$ cat config.mk
export PLATFORM = sky130hd
export DESIGN_NAME = pc_sequencer
export DESIGN_NICKNAME = d
export VERILOG_FILES = /design/src/rtl/pc_sequencer.sv
export SDC_FILE = /design/constraint.sdc
export NUM_CORES = 1
export LEC_CHECK = 0
export ABC_AREA = 1
export CORE_MARGIN = 2
export CORE_UTILIZATION = 44
export CTS_BUF_LIST = sky130_fd_sc_hd__clkbuf_8
export DETAILED_ROUTE_END_ITERATION = 8
export GPL_TIMING_DRIVEN = 0
export PLACE_DENSITY_LB_ADDON = 0.12
export SYNTH_ARGS = -nofsm -noshare
export SYNTH_HDL_FRONTEND = slang
export SYNTH_SLANG_ARGS = --single-unit
$ cat constraint.sdc
create_clock -name clk -period 2.12 [get_ports clk]
set_clock_uncertainty 0.1 [all_clocks]
set_input_delay 0.318 -clock clk [delete_from_list [all_inputs] [get_ports clk]]
set_output_delay 0.318 -clock clk [all_outputs]
set_load 0.01 [all_outputs]
$ cat src/rtl/pc_sequencer.sv
// pc_sequencer: program counter and next-fetch-address resolution at the head of IF.
// Sources: sequential fetch, decode-stage branch/J/JR redirects (one delay slot),
// exception entry and ERET return. A pending-redirect buffer holds a redirect
// that arrives while fetch is held.
// Optional feature: define ADDR_CHECK_EN to register a fetch-address error
// flag (adel) alongside pc; when undefined adel is tied to 0.
module pc_sequencer #(
  parameter int unsigned     PC_W       = 32,
  parameter logic [PC_W-1:0] RESET_PC   = 32'h0000_3000,
  parameter logic [PC_W-1:0] EXC_VECTOR = 32'h0000_4180,
  parameter logic [PC_W-1:0] IMEM_LO    = 32'h0000_3000,
  parameter logic [PC_W-1:0] IMEM_HI    = 32'h0000_4FFC
) (
  input  logic            clk,
  input  logic            reset,
  input  logic            stall,
  input  logic            fetch_hold,
  input  logic            br_taken,
  input  logic            j_en,
  input  logic            jr_en,
  input  logic [PC_W-1:0] d_pc4,
  input  logic [15:0]     imm16,
  input  logic [25:0]     instr_index,
  input  logic [PC_W-1:0] jr_target,
  input  logic            exc_req,
  input  logic            eret_req,
  input  logic [PC_W-1:0] epc,
  output logic [PC_W-1:0] pc,
  output logic [PC_W-1:0] pc4,
  output logic            redirect_pending,
  output logic            adel
);

  localparam int unsigned SEXT_W = PC_W - 18;

  typedef enum logic [0:0] {
    ST_IDLE = 1'b0,
    ST_PEND = 1'b1
  } pend_state_e;

  // Parameter sanity: jump target needs 28 low bits, legal window must be ordered.
  if (PC_W < 28 || IMEM_LO > IMEM_HI) begin : g_bad_cfg
    $error("pc_sequencer: PC_W must be >= 28 and IMEM_LO <= IMEM_HI");
  end

  pend_state_e     state_q, state_d;
  logic [PC_W-1:0] pc_q, pc_d;
  logic [PC_W-1:0] pend_tgt_q, pend_tgt_d;
  logic            adel_q, adel_d;

  logic [PC_W-1:0] br_tgt, j_tgt, eret_tgt, redir_tgt;
  logic            redir;
  logic            pc_upd;

  // Redirect target arithmetic, all modulo 2^PC_W.
  always_comb begin
    br_tgt    = d_pc4 + {{SEXT_W{imm16[15]}}, imm16, 2'b00};
    j_tgt     = (d_pc4 & ~PC_W'(28'hFFF_FFFF)) | PC_W'({instr_index, 2'b00});
    eret_tgt  = epc & ~PC_W'(2'b11);
    redir     = br_taken | j_en | jr_en;
    if (jr_en)     redir_tgt = jr_target;
    else if (j_en) redir_tgt = j_tgt;
    else           redir_tgt = br_tgt;
  end

  // Next-pc priority and pending-redirect state machine.
  always_comb begin
    pc_d       = pc_q;
    state_d    = state_q;
    pend_tgt_d = pend_tgt_q;
    pc_upd     = 1'b1;
    if (exc_req) begin
      pc_d    = EXC_VECTOR;
      state_d = ST_IDLE;
    end else if (eret_req) begin
      pc_d    = eret_tgt;
      state_d = ST_IDLE;
    end else if (stall) begin
      pc_upd = 1'b0;
    end else if (fetch_hold) begin
      pc_upd = 1'b0;
      if (redir) begin
        state_d    = ST_PEND;
        pend_tgt_d = redir_tgt;
      end
    end else if (state_q == ST_PEND) begin
      pc_d    = pend_tgt_q;
      state_d = ST_IDLE;
    end else if (redir) begin
      pc_d = redir_tgt;
    end else begin
      pc_d = pc_q + PC_W'(4);
    end
  end

  // Fetch-address error flag, refreshed only when pc is loaded.
  always_comb begin
    adel_d = adel_q;
`ifdef ADDR_CHECK_EN
    if (pc_upd) begin
      adel_d = (pc_d[1:0] != 2'b00) || (pc_d < IMEM_LO) || (pc_d > IMEM_HI);
    end
`else
    adel_d = 1'b0;
`endif
  end

  // State registers with synchronous reset.
  always_ff @(posedge clk) begin
    if (reset) begin
      pc_q       <= RESET_PC;
      state_q    <= ST_IDLE;
      pend_tgt_q <= '0;
      adel_q     <= 1'b0;
    end else begin
      pc_q       <= pc_d;
      state_q    <= state_d;
      pend_tgt_q <= pend_tgt_d;
      adel_q     <= adel_d;
    end
  end

  assign pc               = pc_q;
  assign pc4              = pc_q + PC_W'(4);
  assign redirect_pending = (state_q == ST_PEND);
  assign adel             = adel_q;

endmodule
Word-level counts from Yosys, hierarchy flattened
Cells that the tools add are included.

word-level totals
  register bits = 65
  word-level logic and storage cells = 36
  output and inout port bits = 66
  input bits = 147

operators by class
  $add $sub $neg = 2
  mux-type cells = 10
  equality and inequality tests = 5
  reduce and logical (&&, ||, !) cells = 7
  bitwise operators = 7

operators with widths
  cell                                           count
  2-to-1 mux 32 bit                              7
  adder 32 x 3 -> 32 bit, second input constant  1
  adder 32 bit                                   1
  OR 32 x 28 -> 32 bit                           1
  2-to-1 mux 15 bit                              1
  AND reduction 2 bit                            4
  != test 2 x 1 -> 1 bit, second input constant  3
  != test 3 x 1 -> 1 bit, second input constant  2
  AND reduction 5 bit                            1
  NOT 1 bit                                      4
  OR reduction 3 bit                             1
  2-to-1 mux 1 bit                               2
  OR 1 bit                                       2
  OR reduction 2 bit                             1

Depth between registers and ports, before layout
Gate-level depths: netlist (run 1).

  word-level depth = 9
  gate-level depth with buffers = 19
  depth with buffers taken out = 19

Least setup slack after synthesis (run 1)
OpenSTA, ideal clock, no wires.

  kind = input-to-reg
  start point = in d_pc4[2]
  end point = reg pc_q[30] (netlist: pc[30])
  arrival = 1.847 ns
  path buffers = 0
  stages = 17
  data required time = 1.886 ns
  path slack = 0.039 ns
  setup time = 0.134 ns
  cell sequence = ha_1 inv_1 fa_1 inv_1 nand3_1 nand2_1 nand4_1 nand3_1 nand3_1 nand2_1 nand2_1 nand3_1 nand2_1 nand2_1 nand2_1 nand2_1 a21oi_1

on the way
  cells in the longest elaborated chain, start to end = 8

ends and longest elaborated chain
  element               line  RTL
  start, declared       21    input logic [PC_W-1:0] d_pc4,
  adder 32 bit          57    br_tgt = d_pc4 + {{SEXT_W{imm16[15]}}, imm16, 2'b00};
  2-to-1 mux 32 bit     62    else if (j_en) redir_tgt = j_tgt;
  2-to-1 mux 32 bit     61    if (jr_en) redir_tgt = jr_target;
  2-to-1 mux 32 bit     89    end else if (redir) begin
  2-to-1 mux 32 bit     86    end else if (state_q == ST_PEND) begin
  2-to-1 mux 32 bit     80    end else if (fetch_hold) begin
  2-to-1 mux 32 bit     78    end else if (stall) begin
  2-to-1 mux 32 bit     75    end else if (eret_req) begin
  end signal, assigned  116   pc_q <= pc_d;
  end, declared         47    logic [PC_W-1:0] pc_q, pc_d;

Every way passes these cells. The select of a mux whose other input is x is not followed.
A chain may end at the register's enable or synchronous reset.

Final worst setup path (run 1)
  start point = reg pc_q[11] (netlist: pc[11])
  end point = out pc4[20]

on the way
  cells in the longest elaborated chain, start to end = 1

ends and longest elaborated chain
  element                 line  RTL
  adder 32 x 3 -> 32 bit  124   assign pc4 = pc_q + PC_W'(4);
  end, declared           29    output logic [PC_W-1:0] pc4,

Every way passes these cells.

==> results of run 1 <==
==> logic make-up (layout without fill, tap and decap cells) <==
group | after synthesis | count (layout)
AOI/OAI and AO/OA | 287 | 287
xor gates and xnor gates | 34 | 34
adders and majority gates | 31 | 31
buffers and inverters | 199 | 547
DFF | 65 | 65
other | 1 | 1
and+or+nand+nor | 499 | 499
==> worst max-delay path, delay by kind of cell, from the launching register on <==
family,cells,cell delay [ns]
XOR/XNOR,1,0.28
buffers and inverters,4,0.45
flip-flops,1,0.41
AND/OR/NAND/NOR,3,0.58
==> worst max path at each step <==
stage                          to  slack, ns  depth (start not counted)
after floorplan            pc[30]       0.04                         17
after global placement     pc[31]      -1.18                         17
after detailed placement   pc[31]      -1.21                         17
after CTS                 pc4[23]      -0.33                         10
after global routing      pc4[31]      -0.43                         10
final                     pc4[20]      -0.39                          8
==> timing repair <==
action,in CTS,in global routing
endpoints found under the setup margin,81,88
setup buffers,82,51
pin swaps,98,147
hold buffers,0,0
gates resized for setup,375,305
==> final cells by class <==
cell class	count	area [µm²]	area share [%]
plain buffers	42	196	1.67
clock buffers	11	151	1.29
clock inverters	5	30.0	0.255
inverters	156	611	5.19
multi-input cells	852	6220	52.8
flip-flops and latches	65	1370	11.6
well taps	184	230	1.96
repair buffers	333	2970	25.2
==> sequential cells by signal (all words and copies together) (netlist names), named ones only <==
name and cells:
pend_tgt_q 32, pc 30, redirect_pending 1
==> synthesized netlist by cell type, types with 11 or more instances <==
library cell,number
sky130_fd_sc_hd__ha_1,30
sky130_fd_sc_hd__nand3_1,52
sky130_fd_sc_hd__xor2_1,31
sky130_fd_sc_hd__a21oi_1,133
sky130_fd_sc_hd__nand4_1,11
sky130_fd_sc_hd__o21ai_1,31
sky130_fd_sc_hd__nor3_1,13
sky130_fd_sc_hd__inv_2,16
sky130_fd_sc_hd__clkbuf_1,28
sky130_fd_sc_hd__dfxtp_1,65
sky130_fd_sc_hd__o21ai_0,82
sky130_fd_sc_hd__or2_2,15
sky130_fd_sc_hd__nand2_1,295
sky130_fd_sc_hd__nor2_1,88
sky130_fd_sc_hd__inv_1,136
==> routing by layer <==
metal	vias to the layer above	GRT usage (%)	routed length [µm]
li1	4320	-	-
met1	4479	47.1	12700
met2	733	57.1	14900
met3	197	5.22	3480
met4	0	12.3	1910
met5	-	0	0
==> power groups by stage <==
stage | clock, W | combinational (W) | sequential, W
2_1_floorplan | 0 | 0.000825 | 0.00135
3_3_place_gp | 0 | 0.00149 | 0.00135
3_5_place_dp | 0 | 0.00149 | 0.00135
4_1_cts | 0.000990 | 0.00178 | 0.00132
5_1_grt | 0.00103 | 0.00240 | 0.00133
6_report | 0.00101 | 0.00227 | 0.00133
==> cell usage in the layout (no fill, tap or decap), types with 19 or more instances in the layout <==
cell type	instances
sky130_fd_sc_hd__a21oi_1	94
sky130_fd_sc_hd__a21oi_2	31
sky130_fd_sc_hd__buf_2	24
sky130_fd_sc_hd__buf_4	103
sky130_fd_sc_hd__buf_6	31
sky130_fd_sc_hd__clkbuf_1	20
sky130_fd_sc_hd__clkbuf_2	22
sky130_fd_sc_hd__clkdlybuf4s50_1	134
sky130_fd_sc_hd__dfxtp_1	40
sky130_fd_sc_hd__dlygate4sd2_1	21
sky130_fd_sc_hd__ha_4	29
sky130_fd_sc_hd__inv_1	117
sky130_fd_sc_hd__inv_2	29
sky130_fd_sc_hd__nand2_1	215
sky130_fd_sc_hd__nand2_2	55
sky130_fd_sc_hd__nand2_4	25
sky130_fd_sc_hd__nand3_1	29
sky130_fd_sc_hd__nor2_1	49
sky130_fd_sc_hd__nor2_2	20
sky130_fd_sc_hd__nor2_4	26
sky130_fd_sc_hd__o21ai_0	77
sky130_fd_sc_hd__o21ai_1	19
==> stage by stage <==
step | worst slack, ns | area (µm²) | TNS [ns] | hold slack, ns | std cells
floorplan | 0.0393 | 6480 | 0 | 0.296 | 1116
global placement | -1.18 | 8780 | -54.21 | 0.375 | 1507
detailed placement | -1.21 | 8780 | -55.07 | 0.380 | 1507
CTS | -0.334 | 10500 | -5.46 | 0.388 | 1603
global route | -0.435 | 11800 | -10.12 | 0.429 | 1648
finish | -0.390 | 11800 | -6.45 | 0.391 | 1648
==> results.md, run 1 <==
- The start point of the critical path is pc[11].
- The proportion of power drawn by the clock network is 21.9%.
- The total CTS buffers is 9.
- The synthesized-area fraction occupied by ao, oa, aoi and oai cells is 24.0%.
- The synthesized netlist cell count is 1,116.
- The final critical-path share of the clock period is 118%.
- The count of routing violations after the opening detailed-route iteration is 1,197.
- The routed layout has 9,729 vias.
- The reported leakage power is 5.24 nW.
- After detailed routing, the total wire length is 33.0 mm.
- In the final routed layout, each cell accounts on average for 20.0 µm.
- The delay of the slowest critical-path stage is 0.41 ns.
- The maximum number of pins on one net before global-route repair is 20.
- The top cell type by total area after synthesis is sky130_fd_sc_hd__dfxtp_1.
- The core region is 14,500 µm².
- Global routing finished with a remaining overflow of 0.
- At the worst endpoint, the arrival time is 2.09 ns.
- The measured slew at the worst slew-check pin is 0.720 ns.
- Setup repair after global routing could not meet its margin everywhere.
- The die outline width is 125 µm.
- The smallest clock period supported by the final layout is computed as 2.51 ns.
- For this run, asynchronously set or reset flops after synthesis account for 0%.
- The CTS tree is yes.
- The clock passes through at most 2 buffers.
- The clock reaches the later pin of the worst-skew pair after 0.36 ns.
- Sorting the synthesized cells by area gives the leading types as sky130_fd_sc_hd__dfxtp_1, sky130_fd_sc_hd__nand2_1, sky130_fd_sc_hd__a21oi_1.
- The terminating pin of the worst hold path is pend_tgt_q[12].
- After Yosys synthesis, and, or, nand and nor cells account for 33.3% of the synthesized area.
- Across all setup checks in the final design, the least slack found is -0.390 ns.
- The worst hold path begins at pend_tgt_q[12].
- The class of the tightest hold or removal check is reg2reg.
- The number of global-route vias before repair came to 8,661.
- The initial antenna violation count is 0.
- The instance count along the most critical hold path is 2.
- The net count after synthesis is 1,294.
- The combinational family with the most area after synthesis is simple AND/OR/NAND/NOR gates.
- The floorplan step defined a die boundary enclosing 15,700 µm².
- The flow ran to the end, but the final reports show violations.
- The number of routed nets with antenna violations is 0.
- The critical path is of the reg2out type.
- The standard-cell row count is 44.
- The number of pins with negative max-slew slack in the final report is 0.
- The number of unique standard cell types used by synthesis is 49.
- The total power is 0.00460 W.
- The vertical die dimension is 125 µm.
- The HPWL after detailed placement is 20.8 mm.
- The root buffer cell is sky130_fd_sc_hd__clkbuf_8.
- Summed over its instances, the top area cell type makes up 20.1% of the synthesized netlist area.
- Summing the areas of all xor and xnor instances in the mapped netlist gives 4.59% of the synthesized area.
- The depth of the most critical reg-to-reg path is 17.
- The all-layer global routing usage is 34.9%.
- The share of final-layout standard cells stronger than drive strength 1 is 38.6%.
- The count of fill cells added during filler insertion is 972.
- Yosys mapped a number of flops with a built-in enable equal to 0.
- The total DRC errors in the routed layout is 0.
- The endpoint kind of the worst setup timing path is an output port.
- The register area share after synthesis is 20.1%.
- The max capacitance violation total is 0.
- Port buffering added 207 buffers.
- Setup violations remaining at the end of the flow were counted as 39.
- The sequential fraction of design power is 28.8%.
- The net count of the finished layout is 1,637.
- For flop-to-flop paths, the worst setup slack is -0.19 ns.
- Cells fill 81.3% of the core in the end.
- The most frequently used flop master after synthesis is sky130_fd_sc_hd__dfxtp_1.
- Internal power comes to 0.00276 W.
- Combinational logic burns 49.3% of the power.
- Of the total power, the share spent switching nets is 40.1%.
- The fmax is 398 MHz.
- The Yosys step of the flow raised 0 warnings.
- The net load switching power is 0.00185 W.
- The power per unit of standard cell area is 391 nW/µm².
- The first detailed-routing pass took 6 iterations.
- In this run the critical register-to-register path is launched from pc[7].
- The first global-routing pass estimated 44.2 mm of wire.
- The total count of hold-check failures in the final report is 0.
- The synthesized flop and latch total is 65.
- The diode insertion count for antenna repair is 0.
- The effective utilization at floorplan is 44.8%.
- The average instance in the mapped netlist occupies 5.81 µm².
- The worst flop-to-flop path endpoint is pc[13].
- Traced cell by cell, the critical path runs through inv_8, nor4_4, buf_4, nand2_1, nor3b_2, xor2_1, inv_1, buf_2.
- Clock-pin slew was measured on the worst setup and hold paths at 0.08 ns.
- Relative to the synthesized area, the layout overhead comes to 81.7%.
- The netlist area before placement is 6480 µm².
- The final RePlAce weighted congestion is 0.989.
- The adder-cell area share of the yosys netlist is 6.10%.
- The H-tree was split into 3 levels.
- The top fanout value on the critical path is 3.
- Data on the critical path is required at its endpoint by 1.70 ns.
- The checks that failed: negative setup slack.
- 213 I/O pins were placed.
- The clock net sink count is 65.
- The portion of synthesized area spent on multiplexers is 0%.
- After detailed routing, the number of vias per cell comes to 5.90.
- Headroom to the max-slew limit came out at 52.0%.
- STA classifies the critical path startpoint as a flop.
- The worst-case IR drop observed on VDD is 0.292 mV.
- For this design, the slowest cell found on the critical path is sky130_fd_sc_hd__dfxtp_4.
(Power assumes the default switching activity.)
==> run 2: changes to the inputs <==
--- a/config.mk
+++ b/config.mk
@@ -7,9 +7,10 @@
 export LEC_CHECK = 0
 export ABC_AREA = 1
 export CORE_MARGIN = 2
-export CORE_UTILIZATION = 44
+export CORE_UTILIZATION = 61
 export CTS_BUF_LIST = sky130_fd_sc_hd__clkbuf_8
 export DETAILED_ROUTE_END_ITERATION = 8
+export DONT_BUFFER_PORTS = 1
 export GPL_TIMING_DRIVEN = 0
 export PLACE_DENSITY_LB_ADDON = 0.12
 export SYNTH_ARGS = -nofsm -noshare
==> run 2 against run 1 <==
Against the previous run: the flow still finishes with violations (negative setup slack); clock power grew 17%; total power down 18%; sequential cell count unchanged; worst setup slack better by 0.014 ns; clock-buffer cell count up 1; utilization shrank 4.8 points; sequential power about the same; critical path depth grew 1; die area is 27% lower; first-iteration DRC count down 25%; design area fell by 33%; largest cell class unchanged.
==> results.md, run 2 (synthesis gave the netlist of run 1 again) <==
- The worst hold path begins at epc[2].
- The number of routed nets with antenna violations is 0.
- The final setup violation count is 39.
- The power per unit of standard cell area is 476 nW/µm².
- The number of buffer cells added on primary ports is 0.
- The final reports fail on negative setup slack.
- The standard-cell row count is 37.
- The vertical die dimension is 107 µm.
- Along the worst path, the maximum fanout reaches 5.
- The clock net sink count is 65.
- The analysis attributes to cell leakage a power of 3.65 nW.
- The register with the highest flop count is pend_tgt_q.
- Global routing used 39.4% of the available tracks.
- The total overflow left after global routing is 0.
- The depth of the most critical reg-to-reg path is 13.
- The final RePlAce weighted congestion is 0.978.
- Cells fill 76.5% of the core in the end.
- The clock tree synthesis step divided the H-tree into 3 levels.
- The startpoint kind of the worst setup timing path is a flop.
- The detailed router finished its first iteration with 893 violations.
- After clock tree synthesis, the clock-pin slew on the worst setup and hold paths is 0.08 ns.
- Once layout is done, the placed cells without fillers occupy 7900 µm².
- The effective utilization at floorplan is 62.8%.
- The clock passes through at most 2 buffers.
- The design draws 0.00376 W.
- The die area is 11,500 µm².
- The number of global-route vias before repair came to 7,018.
- The run finished, with violations left.
- The routed design could run at a clock period as short as 2.50 ns.
- The beginning of the worst register-to-register path is pc[5].
- The floorplan step set the die width to 107 µm.
- The flip-flop count of the largest register, all copies and words added is 32.
- The HPWL after detailed placement is 18.2 mm.
- The initial antenna violation count is 1.
- The share of final-layout standard cells stronger than drive strength 1 is 21.0%.
- The root buffer cell chosen for the clock tree is sky130_fd_sc_hd__clkbuf_8.
- The worst hold path belongs to the class in2reg.
- The endpoint kind of the worst setup timing path is an output port.
- Before CTS, the worst setup slack after placement is -0.365 ns.
- At the pin with the least slew margin, the transition time is 0.726 ns.
- The timing endpoint of the critical path is pc4[31].
- The routed length per instance is 19.1 µm.
- The fmax is 401 MHz.
- The total DRC errors in the routed layout is 0.
- The area growth from synthesis to layout is 21.9%.
- The classification of the worst setup path is reg2out.
- The pre-antenna-repair detailed-routing pass consisted of 6 iterations.
- Entering global routing, the biggest net connects 16 pins.
- Dividing the detail-routed via count by the number of cells gives 6.19.
- The worst slew margin relative to its limit is 51.6%.
- TritonCTS built the clock tree.
- The most critical setup path has its startpoint at pc[5].
- The data arrival time of the worst path is 2.08 ns.
- For flop-to-flop paths, the worst setup slack is -0.15 ns.
- The cell area after placement is 6650 µm².
- Data on the critical path is required at its endpoint by 1.70 ns.
- The area of the core is 10,300 µm².
- Dividing the final minimum period by the clock period gives 118%.
- Hold is met by 0.00269 ns.
- The clock latency on the worst-skew pair is 0.37 ns.
- For this block, the routed nets add up to 25.0 mm of wire.
- The worst flop-to-flop path endpoint is pc[17].
- The number of clock buffers added by TritonCTS is 9.
- The peak supply drop is 0.536 mV.
- The number of pins with negative max-slew slack in the final report is 0.
- The number of nets in the layout is 1,344.
- Leaving out fill and tap cells, the most frequent cells in the layout are sky130_fd_sc_hd__nand2_1, sky130_fd_sc_hd__a21oi_1, sky130_fd_sc_hd__inv_1.
- The total count of hold-check failures in the final report was 0.
- The max capacitance violation total is 0.
- The wire length of the first global-routing pass is 35.1 mm.
- The via count is 8,095.
- The total I/O pin count is 213.
- The most common library cell in the layout ignoring fill and taps is sky130_fd_sc_hd__nand2_1.
- The final worst slack is -0.376 ns.
- Setup repair after global routing could not meet its margin everywhere.
[run 2: cell types whose count changed in the layout (fill, tap and decap cells not counted), moves of 21 or more]
cell                              previous run  this run
sky130_fd_sc_hd__a21oi_1                    94       126
sky130_fd_sc_hd__a21oi_2                    31         9
sky130_fd_sc_hd__buf_4                     103        33
sky130_fd_sc_hd__buf_6                      31         6
sky130_fd_sc_hd__clkbuf_2                   22         1
sky130_fd_sc_hd__clkdlybuf4s50_1           134         0
sky130_fd_sc_hd__dlygate4sd2_1              21         0
sky130_fd_sc_hd__ha_1                        1        27
sky130_fd_sc_hd__ha_4                       29         1
sky130_fd_sc_hd__nand2_1                   215       272
sky130_fd_sc_hd__nand2_2                    55        16
sky130_fd_sc_hd__nor2_1                     49        75
[run 2: worst max-delay path, stage by stage (launching register included)]
cell	delay, ns
sky130_fd_sc_hd__dfxtp_4	0.41
sky130_fd_sc_hd__inv_4	0.06
sky130_fd_sc_hd__nor3_4	0.28
sky130_fd_sc_hd__nand2_4	0.11
sky130_fd_sc_hd__nor2_8	0.16
sky130_fd_sc_hd__nand3b_4	0.12
sky130_fd_sc_hd__nor2_4	0.15
sky130_fd_sc_hd__nand3_2	0.11
sky130_fd_sc_hd__xor2_2	0.22
sky130_fd_sc_hd__inv_2	0.07
[run 2: metrics by stage]
stage	TNS (ns)	cells
floorplan	0	1116
global placement	-9.15	1252
detailed placement	-10.09	1252
CTS	-3.07	1291
global route	-8.33	1308
finish	-6.83	1308
[run 2: report_power, final]
part           switching, W  internal (W)
combinational      0.000817      0.000419
clock              0.000539      0.000637
sequential        0.0000866       0.00126
[run 2: how the worst min path moves through the flow]
| stage | slack, ns | end | depth (start not counted) |
|---|---|---|---|
| 2_1_floorplan | 0.30 | pend_tgt_q[12] | 1 |
| 3_3_place_gp | 0.30 | pend_tgt_q[13] | 1 |
| 3_5_place_dp | 0.30 | pend_tgt_q[13] | 1 |
| 4_1_cts | 0.01 | pc[2] | 2 |
| 5_1_grt | 0.04 | pend_tgt_q[5] | 3 |
| 6_report | 0.003 | pc[2] | 2 |
[run 2: repair_timing]
action | 4_1_cts | 5_1_grt
resized for setup | 93 | 103
setup endpoints to repair | 46 | 53
buffers inserted | 20 | 17
endpoints found under the hold margin | 5 | 0
hold buffers | 3 | 0
pin swaps | 21 | 39
[run 2: metal layers]
metal | vias to the layer above | part of all wire [%] | track usage, %
met1 | 3575 | 38 | 52.0
met2 | 618 | 44 | 64.2
li1 | 3749 | - | -
met4 | 0 | 5.4 | 12.0
met5 | - | 0 | 0
met3 | 153 | 13 | 8.51
[run 2: layout make-up]
cell class | instances | area [µm²]
well taps | 136 | 170
diodes | 1 | 2.50
flip-flops and latches | 65 | 1380
fillers | 834 | 2420
multi-input cells | 852 | 5020
clock inverters | 4 | 50.0
clock buffers | 12 | 165
plain buffers | 43 | 185
repair buffers | 39 | 323
inverters | 156 | 603
==> run 3: changes to the inputs <==
--- a/config.mk
+++ b/config.mk
@@ -6,8 +6,10 @@
 export NUM_CORES = 1
 export LEC_CHECK = 0
 export ABC_AREA = 1
+export CELL_PAD_IN_SITES_DETAIL_PLACEMENT = 1
+export CELL_PAD_IN_SITES_GLOBAL_PLACEMENT = 2
 export CORE_MARGIN = 2
-export CORE_UTILIZATION = 61
+export CORE_UTILIZATION = 30
 export CTS_BUF_LIST = sky130_fd_sc_hd__clkbuf_8
 export DETAILED_ROUTE_END_ITERATION = 8
 export DONT_BUFFER_PORTS = 1
==> run 3 against run 2 <==
Against the previous run: the flow still finishes with violations (negative setup slack); design area increased by 5.4%; maximum frequency increased by 3.5%; cell count increased by 11%; total power increased by 3.2%; sequential share of layout area decreased by 0.87 points; highest routed layer unchanged; clock-buffer cell count unchanged; critical endpoint is now pc4[20]; sequential cell count unchanged; largest power group unchanged; utilization decreased by 37 points.
==> results.md, run 3 (synthesis gave the netlist of run 1 again) <==
- In this run, the combinational gates consume 34.1% of the power.
- The largest single stage delay on the critical path is 0.46 ns.
- The H-tree generated during clock tree synthesis spans 3 levels.
- TritonCTS built the clock tree.
- The floorplan step set the die width to 151 µm.
- The total count of hold-check failures in the final report is 0.
- The power per unit of standard cell area is 466 nW/µm².
- The library cells used most frequently in the layout, excluding fill and tap cells, are sky130_fd_sc_hd__nand2_1, sky130_fd_sc_hd__inv_1, sky130_fd_sc_hd__a21oi_1.
- The max capacitance violation total is 0.
- Cells fill 39.5% of the core in the end.
- The first detailed-routing pass took 4 iterations.
- After floorplanning, the core was divided into 53 placement rows.
- The instance count along the most critical hold path is 2.
- The flip-flop count of the largest register, all copies and words added is 32.
- The area of the core is 21,100 µm².
- For the pin with the worst max-slew slack, the measured transition is 0.760 ns.
- The initial utilization of the core area, before any placement, comes to 30.7%.
- The classification of the worst setup path is reg2out.
- The register with the highest flop count is pend_tgt_q.
- Counting I/O delays and the setup requirement, the final critical path takes 2.41 ns.
- The depth of the most critical reg-to-reg path is 12.
- The first global-routing pass estimated 43.9 mm of wire.
- The peak supply drop is 0.249 mV.
- Cells with a size suffix above 1 make up 26.0% of the layout.
- The initial antenna violation count is 2.
- The count of nets left with antenna violations once routing finished came out at 0.
- At the end of the flow, the number of nets in the layout was 1,351.
- The count of buffers added on input and output ports is 0.
- The most common library cell in the layout ignoring fill and taps is sky130_fd_sc_hd__nand2_1.
- In this run switching power makes up 39.3% of total power.
- Headroom to the max-slew limit came out at 49.3%.
- The post-detailed-routing wire length is 30.0 mm.
- Across every metal layer, demand over resource in global routing totals 25.5%.
- The number of pins with negative max-slew slack in the final report is 0.
- For the worst setup path, the data arrival time is 1.99 ns.
- STA classifies the critical path endpoint as an output port.
- After detailed routing, the number of vias per cell comes to 5.24.
- The number of buffers on the longest clock path is 2.
- STA classifies the critical path startpoint as a flop.
- The via count is 7,623.
- The signal on the critical path passes through inv_6, nor4_4, nand2_1, nor3b_2, xor2_1, inv_1.
- The clock reaches the later pin of the worst-skew pair after 0.37 ns.
- The clock net sink count is 65.
- For this design the total switching power over the nets is 0.00152 W.
- The layout has 2,770 filler cells.
- The reported leakage power is 3.65 nW.
- The sequential fraction of design power is 34.8%.
- The class of the tightest hold or removal check is in2reg.
- In this run, the clock network consumes 31.1% of the power.
- The slowest stage of the critical path is the sky130_fd_sc_hd__dfxtp_4 cell.
- At the end of routability-driven placement, the weighted congestion stood at 0.873.
- After the first detailed-routing iteration, the DRC count stood at 340.
- The final reports fail on negative setup slack.
- The root buffer cell is sky130_fd_sc_hd__clkbuf_8.
- Setup violations remaining at the end of the flow were counted as 31.
- The flow ran to the end, but the final reports show violations.
- The final critical-path share of the clock period is 114%.
- After clock tree synthesis, the clock-pin slew on the worst setup and hold paths is 0.08 ns.
- The vertical die dimension is 151 µm.
- The fmax is 415 MHz.
- Dividing the detail-routed wire length by the instance count gives 20.6 µm.
- At the worst endpoint, the required time is 1.70 ns.
- After global routing the overflow that remains totals 0.
- The total DRC errors in the routed layout is 0.
- The post-route setup TNS is -5.06 ns.
- The number of global-route vias before repair is 7,754.
- The total CTS buffers is 9.
- The top fanout value on the critical path is 5.
- 213 I/O pins were placed.
- The die covers 22,800 µm².
- The final worst slack is -0.291 ns.
- Entering global routing, the biggest net connects 16 pins.
- From synthesis to final layout, the design area changed by 28.5%.
- The design internal power is 0.00235 W.
- Once detailed placement completed, the half-perimeter wirelength came to 23.9 mm.
- Setup repair after global routing could not meet its margin everywhere.
[run 3: cell count changes in the layout (fill, tap and decap cells not counted), sizes merged]
| cell | previous run | this run |
|---|---|---|
| buf | 51 | 58 |
| clkinv | 5 | 4 |
| clkinvlp | 2 | 3 |
| diode | 1 | 2 |
[run 3: critical path, delay by kind of cell (launching register included)]
family / cells / cell delay [ns]
and+or+nand+nor: 3 / 0.71
buffers and inverters: 2 / 0.18
DFF: 1 / 0.46
xor gates and xnor gates: 1 / 0.26
[run 3: power groups by stage]
stage / logic, W / registers [W] / clock network (W)
after global placement: 0.00114 / 0.00137 / 0
after CTS: 0.00122 / 0.00135 / 0.00121
after floorplan: 0.000825 / 0.00135 / 0
after global routing: 0.00149 / 0.00136 / 0.00126
after detailed placement: 0.00115 / 0.00137 / 0
final: 0.00132 / 0.00135 / 0.00121
[run 3: worst paths after layout]
check | start | endpoint | slack, ns
min reg2reg | pend_tgt_q[13] | pend_tgt_q[13] | 0.41
max reg2reg | pc[7] | pc[18] | -0.07
max | pc[13] | pc4[20] | -0.29
min | epc[3] | pc[3] | 0.01
[run 3: final cells by class]
cell class                      count  area [µm²]  area share, %
Tap cell                          275         344           4.13
Inverter                          156         627           7.53
Clock buffer                       12         165           1.98
Timing Repair Buffer               46         372           4.46
Antenna cell                        2        5.00         0.0601
Clock inverter                      4        50.0          0.601
Sequential cell                    65        1380           16.6
Buffer                             43         189           2.27
Multi-Input combinational cell    852        5190           62.3
[run 3: through the flow]
| stage | total power (W) | hold WS [ns] | worst slack, ns | cells | area [µm²] |
|---|---|---|---|---|---|
| 2_1_floorplan | 0.00217 | 0.296 | 0.0393 | 1116 | 6480 |
| 3_3_place_gp | 0.00251 | 0.300 | -0.517 | 1391 | 6830 |
| 3_5_place_dp | 0.00252 | 0.300 | -0.513 | 1391 | 6830 |
| 4_1_cts | 0.00378 | 0.0118 | -0.312 | 1436 | 7740 |
| 5_1_grt | 0.00411 | 0.0109 | -0.389 | 1455 | 8330 |
| 6_report | 0.00388 | 0.0121 | -0.291 | 1455 | 8330 |
[run 3: repair_timing]
| item | in CTS | in global routing |
|---|---|---|
| hold buffers | 3 | 0 |
| hold endpoints to repair | 4 | 0 |
| endpoints found under the setup margin | 51 | 58 |
| buffers inserted | 26 | 20 |
| resized for setup | 124 | 139 |
| pin swaps | 24 | 41 |
[run 3: metal layers]
| layer | vias up | wire [µm] | track usage, % |
|---|---|---|---|
| met4 | 0 | 456 | 4.07 |
| met1 | 3637 | 13700 | 33.7 |
| met3 | 31 | 2160 | 7.50 |
| met5 | - | 0 | 0 |
| met2 | 215 | 13700 | 41.9 |
| li1 | 3740 | - | - |
